==> config.mk <==
export PLATFORM = sky130hd
export DESIGN_NAME = cfg_loader
export DESIGN_NICKNAME = d
export VERILOG_FILES = /design/src/rtl/cfg_loader.sv
export SDC_FILE = /design/constraint.sdc
export NUM_CORES = 1
export LEC_CHECK = 0
export ABC_AREA = 0
export BUFFER_PORTS_ARGS = -buffer_cell sky130_fd_sc_hd__buf_4
export CAP_MARGIN = 10
export CORE_AREA = 2 2 61 63
export DETAILED_ROUTE_END_ITERATION = 8
export DIE_AREA = 0 0 63 65
export PLACE_DENSITY = 0.81
export SYNTH_ARGS = -nofsm -noshare
export SYNTH_HDL_FRONTEND = slang
export SYNTH_SLANG_ARGS = --single-unit
==> constraint.sdc <==
create_clock -name clk -period 1.9 [get_ports clk]
set_input_delay 0.38 -clock clk [delete_from_list [all_inputs] [get_ports clk]]
set_output_delay 0.38 -clock clk [all_outputs]
set_load 0.01 [all_outputs]
==> src/rtl/cfg_loader.sv <==
// Bitstream loader for a switchbox configuration scan chain: fetches WORD_W-bit words,
// shifts them MSB-first into the chain, then holds the chain locked for a settle period.
module cfg_loader #(
    parameter int CHAIN_LEN  = 256,
    parameter int WORD_W     = 8,
    parameter int SETTLE_CYC = 2
) (
    input  logic                             clk,
    input  logic                             rst,
    input  logic                             start,
    input  logic                             abort,
    input  logic [WORD_W-1:0]                word_data,
    input  logic                             word_valid,
    output logic                             word_ready,
    output logic                             cfg_dout,
    output logic                             cfg_shift,
    output logic                             cfg_lock,
    output logic                             busy,
    output logic                             done,
    output logic [$clog2(CHAIN_LEN+1)-1:0]   bit_count
);

    localparam int CW = $clog2(CHAIN_LEN + 1);
    localparam int WW = $clog2(WORD_W + 1);
    localparam int SW = (SETTLE_CYC > 1) ? $clog2(SETTLE_CYC) : 1;
    localparam logic [CW-1:0] CHAIN_FULL  = CW'(CHAIN_LEN);
    localparam logic [WW-1:0] WORD_LAST   = WW'(WORD_W);
    localparam logic [SW-1:0] SETTLE_LAST = SW'((SETTLE_CYC > 0) ? (SETTLE_CYC - 1) : 0);

    typedef enum logic [2:0] {
        IDLE   = 3'd0,
        FETCH  = 3'd1,
        SHIFT  = 3'd2,
        SETTLE = 3'd3,
        DONE   = 3'd4
    } state_t;

    state_t              state_r, state_s;
    logic [WORD_W-1:0]   sreg_r, sreg_s;
    logic [WW-1:0]       wbits_r, wbits_s;
    logic [SW-1:0]       settle_r, settle_s;
    logic [CW-1:0]       bit_count_r, bit_count_s;
    logic                word_ready_r, word_ready_s;
    logic                dout_r, dout_s;
    logic                shift_r, shift_s;
    logic                lock_r, lock_s;
    logic                busy_r, busy_s;
    logic                done_r, done_s;

    // Next-state and next-output decode; outputs are computed for the state being entered
    always_comb begin
        state_s     = state_r;
        sreg_s      = sreg_r;
        wbits_s     = wbits_r;
        settle_s    = settle_r;
        bit_count_s = bit_count_r;
        dout_s      = 1'b0;
        shift_s     = 1'b0;

        case (state_r)
            IDLE, DONE: begin
                if (start) begin
                    state_s     = FETCH;
                    bit_count_s = {CW{1'b0}};
                end else begin
                    state_s = state_r;
                end
            end
            FETCH: begin
                if (abort) begin
                    state_s     = IDLE;
                    bit_count_s = {CW{1'b0}};
                    sreg_s      = {WORD_W{1'b0}};
                end else if (word_valid && word_ready_r) begin
                    // The first bit goes out on the cycle right after acceptance
                    state_s     = SHIFT;
                    dout_s      = word_data[WORD_W-1];
                    shift_s     = 1'b1;
                    sreg_s      = word_data << 1;
                    wbits_s     = WW'(1);
                    bit_count_s = bit_count_r + CW'(1);
                end else begin
                    state_s = FETCH;
                end
            end
            SHIFT: begin
                if (abort) begin
                    state_s     = IDLE;
                    bit_count_s = {CW{1'b0}};
                    sreg_s      = {WORD_W{1'b0}};
                end else if ((wbits_r == WORD_LAST) || (bit_count_r == CHAIN_FULL)) begin
                    // Leftover low bits of a final partial word are simply never shifted
                    if (bit_count_r == CHAIN_FULL) begin
                        settle_s = {SW{1'b0}};
                        if (SETTLE_CYC == 0) begin
                            state_s = DONE;
                        end else begin
                            state_s = SETTLE;
                        end
                    end else begin
                        state_s = FETCH;
                    end
                end else begin
                    state_s     = SHIFT;
                    dout_s      = sreg_r[WORD_W-1];
                    shift_s     = 1'b1;
                    sreg_s      = sreg_r << 1;
                    wbits_s     = wbits_r + WW'(1);
                    bit_count_s = bit_count_r + CW'(1);
                end
            end
            SETTLE: begin
                if (abort) begin
                    state_s     = IDLE;
                    bit_count_s = {CW{1'b0}};
                    sreg_s      = {WORD_W{1'b0}};
                end else if (settle_r == SETTLE_LAST) begin
                    state_s = DONE;
                end else begin
                    settle_s = settle_r + SW'(1);
                end
            end
            default: begin
                state_s     = IDLE;
                bit_count_s = {CW{1'b0}};
                sreg_s      = {WORD_W{1'b0}};
            end
        endcase

        word_ready_s = (state_s == FETCH);
        busy_s       = (state_s == FETCH) || (state_s == SHIFT) || (state_s == SETTLE);
        done_s       = (state_s == DONE);
        lock_s       = (state_s != DONE);
    end

    // State and registered outputs; reset leaves the chain locked and quiet
    always_ff @(posedge clk or posedge rst) begin
        if (rst) begin
            state_r      <= IDLE;
            sreg_r       <= {WORD_W{1'b0}};
            wbits_r      <= {WW{1'b0}};
            settle_r     <= {SW{1'b0}};
            bit_count_r  <= {CW{1'b0}};
            word_ready_r <= 1'b0;
            dout_r       <= 1'b0;
            shift_r      <= 1'b0;
            lock_r       <= 1'b1;
            busy_r       <= 1'b0;
            done_r       <= 1'b0;
        end else begin
            state_r      <= state_s;
            sreg_r       <= sreg_s;
            wbits_r      <= wbits_s;
            settle_r     <= settle_s;
            bit_count_r  <= bit_count_s;
            word_ready_r <= word_ready_s;
            dout_r       <= dout_s;
            shift_r      <= shift_s;
            lock_r       <= lock_s;
            busy_r       <= busy_s;
            done_r       <= done_s;
        end
    end

    assign word_ready = word_ready_r;
    assign cfg_dout   = dout_r;
    assign cfg_shift  = shift_r;
    assign cfg_lock   = lock_r;
    assign busy       = busy_r;
    assign done       = done_r;
    assign bit_count  = bit_count_r;

endmodule
==> results by group <==
Die
  – Ports: 28
  – Core box area: 3500 sq um
  – Initial Util: 47.3%
  – Die width: 63 um
  – Die H: 65 um
  – Die ar.: 4100 sq um
  – Cell row count: 22

Finish
  – Layout fillers: 289
  – Share of cells above drive strength 1: 39.4%
  – Final Core Density: 63.5%
  – Final net count: 229
  – Layout area overhead: 34.2%
  – Diodes inserted: 0
  – Non-Filler Instances: 261

Run
  – Max cap viols: 0

Global routing
  – Vias in the first global route: 1451
  – GRT Resource Usage Total: 20.1%
  – Grt ovf: 0
  – Initial antenna violation count: 0
  – Largest net degree at the start of global routing: 31
  – First-pass GRT wire length: 6.41 mm

Power
  – Psw: 0.933 mW
  – PD cells: 1180 nW/um^2
  – Pint: 1.69 mW
  – Sw Share: 35.6%
  – Flop pwr share: 35.5%
  – Total power: 2.62 mW
  – Peak supply drop: 0.000661 V
  – Combinational power share: 49.0%
  – Leakage Power: 1.04 nW
  – Clock power frac: 15.5%

STA
  – Fmax: 546 MHz
  – # setup viols final: 0
  – Min cycle time layout: 1.83 ns
  – RSZ-0062 raised after global routing: false
  – Clock Skew: 0.0101 ns
  – TNS Setup: 0 ns
  – Worst Tran Pin Value: 0.388 ns
  – Hold WS: 0.110 ns
  – Slew HR: 74.0%
  – Hold Fails Final Rpt: 0
  – Max Slew Vio Count: 0
  – Tcrit/Tclk final: 96.4%

Placement
  – Routability cong.: 0.837
  – Port Buffer Count: 27
  – Placed Cells: 248
  – Post-DP HPWL: 2.72 mm

Synth
  – Most numerous cell in the Yosys netlist: dfrtp_1
  – Ys Warns: 0
  – Most used DFF post-synth: dfrtp_1
  – Synth Instances: 159
  – Sequential fraction of the synthesis area: 45.5%
  – Distinct cell type count after synthesis: 47
  – Synth cell count leaders: dfrtp_1, inv_1, a211oi_1, nand2_1
  – EDFF count, synth: 0
  – Avg Cell Area, Syn: 10.4 sq um
  – Synthesized flop and latch total: 30
  – Post-synth top area share: 43.9%
  – Post-Syn Area: 1650 sq um
  – Area leader, netlist: dfrtp_1
  – Synth top area cells: dfrtp_1, a211oi_1, mux2_2
  – Ys async rst share: 100%
  – Synth Net Count: 176

Detailed routing
  – Metal3 WL: 202 um
  – DRT Wirelength: 3.82 mm
  – Top Metal Used: met4
  – Detailed-route DRC error count: 0
  – Drt pass-1 iters: 4
  – Met2 routed WL: 1.93 mm
  – Avg WL per Cell: 14.7 um
  – M1 WL: 1.64 mm
  – Post-route ant nets: 0
  – Initial DRC Count: 116
  – Vias post-DR: 1432
  – Via density: 5.49

Run status
  – Status: completed

Setup path
  – Crit end category: flop
  – Crit path launch type: flop
  – Worst path arrival time: 2.05 ns
  – CP max stage cell: dfrtp_1
  – Max stage delay on crit path: 0.37 ns
  – Crit Path Max Fanout: 7
  – Critical path required time: 2.12 ns
  – WS Path Type: reg2reg
  – CP cell instances: inv_1, ha_1, nand3b_1, a21bo_2, a211oi_4, buf_12, mux2_4

Clock tree
  – # clock sinks: 30
  – Clock buffer count from CTS: 5
  – Root Driver: clkbuf_4
  – CTS tree: done
  – CTS Buffer Depth: 2
  – # hold bufs at CTS: 0
  – H-Tree Depth: 2
  – Clock insertion delay at the later pin of the skew report: 0.34 ns
  – Clock transition at the registers of the reported paths: 0.10 ns

Hold path
  – Class of the worst hold path: in2async
## area by class of cell
class	instances	area (sq um)	area share [%]
clock buffers	7	55.1	2.48
clock inverters	1	5.00	0.226
multi-input cells	103	836	37.7
repair buffers	55	445	20.1
inverters	17	63.8	2.88
well taps	48	60.1	2.71
flip-flops and latches	30	753	34.0
## what timing repair did
item,in CTS,in global routing
setup endpoints to repair,0,9
buffers inserted,0,5
gates resized for setup,0,8
## stage by stage
stage	setup slack, ns	area (sq um)
2_1_floorplan	-0.0751	1690
3_3_place_gp	-0.0218	2090
3_5_place_dp	-0.0907	2090
4_1_cts	0.00393	2150
5_1_grt	0.000448	2220
6_report	0.0686	2220
## final timing paths
kind / startpoint / to / slack, ns / cells after the start
max: wbits_r[0]$_DFFE_PP0P_ / sreg_r[4]$_DFFE_PP0P_ / 0.07 / 7
min: rst / word_ready$_DFF_PP0_ / 0.11 / 3
max reg2reg: wbits_r[0]$_DFFE_PP0P_ / sreg_r[4]$_DFFE_PP0P_ / 0.07 / 7
min reg2reg: sreg_r[7]$_DFFE_PP0P_ / cfg_dout$_DFF_PP0_ / 0.51 / 1
max in group asynchronous: rst / cfg_lock$_DFF_PP1_ / 1.47 / 3
min in group clk: word_data[7] / cfg_dout$_DFF_PP0_ / 0.28 / 2
## registers in the layout, summed over array words and instances, names as in the netlist
signal and count:
cfg_shift 1, cfg_lock 1, state_r 3, done 1, wbits_r 4, settle_r 1, word_ready 1, bit_count 9
sreg_r 7, busy 1, cfg_dout 1
## cells by family after synthesis
kind of cell    count (synthesis)  synth area share (%)
simple gates                   45                  16.8
flops                          30                  45.5
xor+xnor                        1                 0.530
mux                             9                  5.90
buf+inv                        26                  7.42
fa+ha+maj                       4                  3.03
compound gates                 44                  20.8
## cells in the final DEF, fill, tap and decap left out, types with 5 or more instances in the layout
cell and n:
a22o_1 7, clkbuf_4 5, o22ai_1 7, dfrtp_1 28, a211oi_1 10, nor2_1 5, nand2_1 10, buf_4 52
inv_1 15, mux2_4 6
## power groups by stage
stage                     sequential [mW]  combinational [mW]  clock [mW]
after CTS                           0.928                1.25       0.420
after detailed placement            0.934                1.25           0
final                               0.931                1.29       0.408
after global routing                0.949                1.41       0.448
after floorplan                     0.941               0.769           0
after global placement              0.928                1.20           0
## critical path: cells and delay by family (launching register included)
| family | cells | cell delay, ns |
|---|---|---|
| fa+ha+maj | 1 | 0.19 |
| simple gates | 1 | 0.11 |
| flops | 1 | 0.37 |
| compound gates | 2 | 0.55 |
| buf+inv | 2 | 0.22 |
| mux | 1 | 0.30 |
## per-layer routing
metal	vias up	GRT usage (%)
met3	6	5.03
met1	687	24.0
li1	690	-
met4	0	8.33
met5	-	0
met2	49	34.6
(Power assumes the default switching activity.)
